## src/rtl/clean_cycle_executor.sv

```systemverilog
// Hood self-clean sequencer: arming warning, timed motor run, done hold.
// Reports normal completion or cancellation to the mode controller with one-cycle pulses.
module clean_cycle_executor #(
   parameter int CLEAN_DURATION_S = 180,
   parameter int ARM_S            = 2,
   parameter int DONE_HOLD_S      = 3,
   parameter int TIME_W           = 9
) (
   input  logic              clk,
   input  logic              rst,
   input  logic              clean_mode_toggle,
   input  logic              tick_1s,
   input  logic              abort,
   output logic              clean_active,
   output logic              motor_en,
   output logic              buzzer,
   output logic [TIME_W-1:0] remaining_s,
   output logic [1:0]        clean_state,
   output logic              clean_done,
   output logic              clean_aborted
);

   typedef enum logic [1:0] {
      ST_IDLE = 2'd0,
      ST_ARM  = 2'd1,
      ST_RUN  = 2'd2,
      ST_DONE = 2'd3
   } state_t;

   localparam logic [TIME_W-1:0] ARM_L  = TIME_W'(ARM_S);
   localparam logic [TIME_W-1:0] RUN_L  = TIME_W'(CLEAN_DURATION_S);
   localparam logic [TIME_W-1:0] HOLD_L = TIME_W'(DONE_HOLD_S);
   localparam logic [TIME_W-1:0] ONE    = TIME_W'(1);
   localparam logic [TIME_W-1:0] ZERO   = '0;

   state_t            state_q, state_d;
   logic [TIME_W-1:0] arm_cnt_q, arm_cnt_d;
   logic [TIME_W-1:0] rem_q, rem_d;
   logic [TIME_W-1:0] done_cnt_q, done_cnt_d;
   logic              done_pulse_q, done_pulse_d;
   logic              abort_pulse_q, abort_pulse_d;
   logic              cancel;

   assign cancel = abort | clean_mode_toggle;

   always_ff @(posedge clk or posedge rst) begin
      if (rst) begin
         state_q       <= ST_IDLE;
         arm_cnt_q     <= '0;
         rem_q         <= '0;
         done_cnt_q    <= '0;
         done_pulse_q  <= 1'b0;
         abort_pulse_q <= 1'b0;
      end else begin
         state_q       <= state_d;
         arm_cnt_q     <= arm_cnt_d;
         rem_q         <= rem_d;
         done_cnt_q    <= done_cnt_d;
         done_pulse_q  <= done_pulse_d;
         abort_pulse_q <= abort_pulse_d;
      end
   end

   always_comb begin
      state_d       = state_q;
      arm_cnt_d     = arm_cnt_q;
      rem_d         = rem_q;
      done_cnt_d    = done_cnt_q;
      done_pulse_d  = 1'b0;
      abort_pulse_d = 1'b0;
      unique case (state_q)
         ST_IDLE: begin
            if (clean_mode_toggle && !abort) begin
               arm_cnt_d = ARM_L;
               rem_d     = RUN_L;
               state_d   = (ARM_S == 0) ? ST_RUN : ST_ARM;
            end
         end
         ST_ARM: begin
            if (cancel) begin
               state_d       = ST_IDLE;
               rem_d         = ZERO;
               abort_pulse_d = 1'b1;
            end else if (tick_1s && arm_cnt_q != ZERO) begin
               arm_cnt_d = arm_cnt_q - ONE;
               if (arm_cnt_q == ONE) state_d = ST_RUN;
            end
         end
         ST_RUN: begin
            // Cancel wins even over the final tick, so the cycle reports abort rather than done.
            if (cancel) begin
               state_d       = ST_IDLE;
               rem_d         = ZERO;
               abort_pulse_d = 1'b1;
            end else if (tick_1s && rem_q != ZERO) begin
               rem_d = rem_q - ONE;
               if (rem_q == ONE) begin
                  state_d      = ST_DONE;
                  done_cnt_d   = HOLD_L;
                  done_pulse_d = 1'b1;
               end
            end
         end
         ST_DONE: begin
            rem_d = ZERO;
            if (done_cnt_q == ZERO) begin
               state_d = ST_IDLE;
            end else if (tick_1s) begin
               done_cnt_d = done_cnt_q - ONE;
               if (done_cnt_q == ONE) state_d = ST_IDLE;
            end
         end
         default: state_d = ST_IDLE;
      endcase
   end

   assign clean_state   = state_q;
   assign clean_active  = (state_q == ST_ARM) || (state_q == ST_RUN);
   assign motor_en      = (state_q == ST_RUN);
   assign buzzer        = (state_q == ST_ARM) || (state_q == ST_DONE);
   assign remaining_s   = rem_q;
   assign clean_done    = done_pulse_q;
   assign clean_aborted = abort_pulse_q;

endmodule

```

## config.mk

```make
export PLATFORM = sky130hd
export DESIGN_NAME = clean_cycle_executor
export DESIGN_NICKNAME = d
export VERILOG_FILES = /design/src/rtl/clean_cycle_executor.sv
export SDC_FILE = /design/constraint.sdc
export NUM_CORES = 1
export LEC_CHECK = 0
export ABC_AREA = 1
export CAP_MARGIN = 25
export CORE_MARGIN = 2
export CORE_UTILIZATION = 35
export CTS_CLUSTER_SIZE = 20
export DETAILED_ROUTE_END_ITERATION = 12
export PLACE_DENSITY = 0.64
export SETUP_SLACK_MARGIN = 0.5
export SLEW_MARGIN = 20
export SYNTH_ARGS = -nofsm -noshare
export SYNTH_HDL_FRONTEND = slang
export SYNTH_SLANG_ARGS = --single-unit
export TNS_END_PERCENT = 50
```

## constraint.sdc

```tcl
create_clock -name clk -period 2 [get_ports clk]
set_clock_uncertainty 0.05 [all_clocks]
set_input_delay 0.3 -clock clk [delete_from_list [all_inputs] [get_ports clk]]
set_output_delay 0.3 -clock clk [all_outputs]
set_load 0.05 [all_outputs]
```

# After elaboration in Yosys (flattened, before gate mapping)
# Index checks and enable logic that the tools add are counted.
# word_totals
reg_bits	31
output_inout_bits	16
wordCells	80
inputBits	5
# op_classes
eq_ne	21
n_reduce_logical	17
add_sub_neg	3
n_bitwise	1
muxes	32
# ops
cell	n
$mux 9	12
$pmux 9 s2	2
$pmux 9 s4	1
$eq 9x1->1 const B	3
$sub 9x1->9 const B	3
$mux 2	10
$reduce_bool 9->1	2
$ne 2x2->1 const B	7
$ne 3x3->1 const B	4
$logic_not 9->1	1
$pmux 2 s4	1
$reduce_and 7->1	1
$mux 1	6
$ne 3x1->1 const B	2
$reduce_and 6->1	1
$eq 2x2->1 const B	2
$ne 2x1->1 const B	2
$reduce_and 4->1	1
$reduce_bool 2->1	2
$logic_and 1x1->1	3
$reduce_and 3->1	1
$eq 2x1->1 const B	1
$logic_not 2->1	1
$logic_or 1x1->1	2
other kinds (3)	3

# Longest topological paths before layout
# logic_depth
word_depth	5
depth_mapped	12
ltp_nobuf	12

# Least setup slack after synthesis
# No wires, ideal clock.
# synth_timing
path_kind	reg2reg
from	reg state_q[0] (netlist: clean_state[0])
to	reg rem_q[5] (netlist: remaining_s[5])
setup_ns	0.130
arrival_ns	2.127
path_buffers	0
setup_slack_ns	-0.308
synth_period_minus_slack_ns	2.308
t_required_ns	1.820
stages_incl_launch_ff	10
cell_sequence	dfrtp_1 -> inv_1 -> ha_1 -> nand2_1 -> inv_1 -> nand2_1 -> nand2_2 -> inv_2 -> nor2_1 -> a21oi_1
# synth_via
elab_chain_len	3
elab_cells_between_ends	9
cone_classes	eq/ne: 6; mux: 1; reduce/logical: 2
# synth_lines
element	line	source
from (decl)	36	state_t state_q, state_d;
from (signal assigned)	55	state_q <= state_d;
$eq 2x2->1 *	-	
named net motor_en	15	output logic motor_en,
$ne 3x1->1 (no source line)	-	
$reduce_and 3->1 (no source line)	-	
to (signal assigned)	57	rem_q <= rem_d;
to (decl)	38	logic [TIME_W-1:0] rem_q, rem_d;
# The timed path passes the listed nets; every way through them passes the cells marked *.
# A chain may end at the register's enable or synchronous reset.

# Final worst setup path
# layout_timing
from	reg state_q[0] (netlist: clean_state[0])
to	out buzzer
# layout_via
elab_chain_len	2
elab_cells_between_ends	3
cone_classes	eq/ne: 2; reduce/logical: 1
# layout_lines
element	line	source
$eq 2x1->1 or $eq 2x2->1 (tied branches)	120	assign buzzer = (state_q == ST_ARM) || (state_q == ST_DONE);
$logic_or 1x1->1 *	120	
to (decl)	16	output logic buzzer,
# Every way passes the cells marked *; elsewhere a longest branch is shown, timed or not.

==> results.md <==
- CTS tree: done
- Vias in the first global route: 2,108
- Yosys top cell by area: dfrtp_1
- First-pass GRT wire length: 9230 µm
- Initial Util: 0.361
- Iter 0 DRT Violations: 103
- Average wire per standard cell: 13.5 µm
- Clock Sinks: 31
- Setup TNS: 0 ns
- Final hold slack: 0.339 ns
- Status: completed
- CP arrival: 1.33 ns
- Layout area overhead: 54.2%
- Clock latency on the worst-skew pair: 0.29 ns
- Clock Tree Buf Depth: 2
- Cell area after synthesis: 2140 µm²
- Max-slew violation count: 0
- CP Capture Type: output pin
- Antenna cells: 0
- WL final: 6060 µm
- Inserted Clock Buffers: 5
- Share of cells above drive strength 1: 0.405
- Area share of the leading cell type in the synthesized netlist: 0.363
- First drt pass iteration count: 4
- CP max FO: 5
- Row cnt: 28
- Number of port buffers: 20
- Die footprint: 6750 µm²
- Critical Setup Path Class: reg2out
- Die X: 82.2 µm
- Grt ovf: 0
- Startpoint class of the critical path: flip-flop
- DRC Markers: 0
- Flops & latches, synth: 31
- Mean area per synthesized cell: 7.23 µm²
- Worst min path class: in2async
- Final Critical Period: 1.68 ns
- CP required: 1.65 ns
- Placed cell areas: 2600 µm²
- Most common cell after layout, fill and taps aside: nand2_1
- Routed vias: 2,255
- Post-route antenna net violation count: 0
- Part of the cycle the worst path needs: 0.842
- Leak Pwr: 1.56 nW
- Synth warn: 0
- PwrDens: 1420 nW/µm²
- H-tree Lvls: 2
- Util after Layout: 0.557
- RSZ-0062 raised after global routing: true
- Height of the die: 82.2 µm
- Most frequent cells in the layout: nand2_1 (59), buf_4 (40), nor2_1 (32), inv_1 (26), nand3_1 (26)
- Top cells by area, synth: dfrtp_1 (36%), nand2_1 (12%), ha_1 (8.2%), nand3_1 (7.3%), nor2_1 (7.0%)
- Slew headroom: 0.677
- # setup viols final: 0
- Seq/Total Area, Yosys: 0.363
- Vias/cell: 5.03
- CTS clk-pin slew, worst paths: 0.07 ns
- Distinct cells, synth: 28
- Max cap viols: 0
- Max Fclk: 594 MHz
- Hold_buf cts: 0
- Initial antenna violation count: 0
- Synth Net Count: 315
- Root buffer selected by CTS: clkbuf_8
- Worst-margin pin slew: 0.486 ns
- Final Hold Fails: 0
- GR Util All Layers: 0.177
- Cells after Synth: 296
- Gpl congestion: 0.844
- Cell area after layout: 3300 µm²
- Final HPWL DP: 3550 µm
- Layout Nets: 391
- Placed cells: 395
- Max VDD drop: 836 µV
- Final non-filler cell total: 448
- Pin count of the biggest net entering global routing: 32
- Ports: 21
- Core ar.: 5920 µm²
-- what timing repair did --
item	in CTS	in global routing
gates cloned	1	1
pin swaps	10	15
resized for setup	60	38
buffers inserted	24	19
setup endpoints to repair	45	37
-- kinds of logic (layout without fill, tap and decap cells) --
group / after synthesis / count (layout) / synth area share
simple gates: 171 / 172 / 0.367
flops: 31 / 31 / 0.363
buf+inv: 45 / 121 / 0.0813
compound gates: 29 / 29 / 0.0825
fa+ha+maj: 14 / 14 / 0.0819
xor+xnor: 6 / 6 / 0.0246
-- power by group --
| group | switching, mW | total, mW | internal, mW |
|---|---|---|---|
| sequential | 0.170 | 0.982 | 0.812 |
| clock | 0.252 | 0.566 | 0.314 |
| combinational | 1.82 | 3.15 | 1.33 |
| total | 2.24 | 4.70 | 2.46 |
-- synth_stat cells --
cell type and number:
nand2_4 1, buf_4 1, inv_1 39, nand2_2 5, o21bai_1 1, nor2_2 3, nand4_4 1, xnor2_1 1
o21ai_4 1, or2_2 2, buf_2 1, nand3_1 31, ha_1 14, o21ai_0 11, a31o_2 1, nand2_1 68
inv_2 4, nor3_1 5, o21ai_1 6, nor2_4 2, a21boi_1 1, nor3b_1 1, xor2_1 5, nor2_1 40
a21oi_1 7, dfrtp_1 31, nand4_1 12, a21oi_4 1
-- sequential cells by signal, summed over array words and instances (netlist names) --
name / flops
clean_aborted: 1
clean_done: 1
remaining_s: 9
done_cnt_q: 9
arm_cnt_q: 9
clean_state: 2
-- per-layer routing --
metal  track usage  part of all wire  up-vias
met5             0                 0        -
met4        0.0583             0.020        0
met3        0.0467             0.039       13
met2         0.302              0.51       57
met1         0.217              0.43     1074
li1              -                 -     1111
-- final cells by class --
| class | count | area [µm²] |
|---|---|---|
| Clock buffer | 8 | 100 |
| Timing Repair Buffer | 70 | 686 |
| Sequential cell | 31 | 788 |
| Tap cell | 75 | 93.8 |
| Inverter | 43 | 184 |
| Multi-Input combinational cell | 221 | 1450 |
| Fill cell | 514 | 2620 |
-- path summary, 6_finish.rpt --
check,from,endpoint,depth (start not counted),slack [ns]
max reg2reg,clean_state[0],arm_cnt_q[3],9,0.37
max in group asynchronous,rst,remaining_s[2],3,1.21
min reg2reg,done_cnt_q[1],done_cnt_q[1],2,0.45
min in group clk,done_cnt_q[1],done_cnt_q[1],2,0.45
min,rst,done_cnt_q[0],3,0.34
max,clean_state[0],buzzer,5,0.32
-- critical path: stages (launching register included) --
cell and delay, ns:
dfrtp_2 0.46, buf_6 0.14, ha_4 0.17, inv_4 0.08, nand2_4 0.06, buf_12 0.14
-- metrics by stage --
| step | total power, mW | setup WS, ns |
|---|---|---|
| after CTS | 4.18 | 0.323 |
| after detailed placement | 3.29 | 0.101 |
| final | 4.70 | 0.317 |
| after global placement | 3.25 | 0.165 |
| after global routing | 5.05 | 0.276 |
| after floorplan | 2.63 | 0.318 |
No activity file was read; power rests on OpenSTA's default activity.
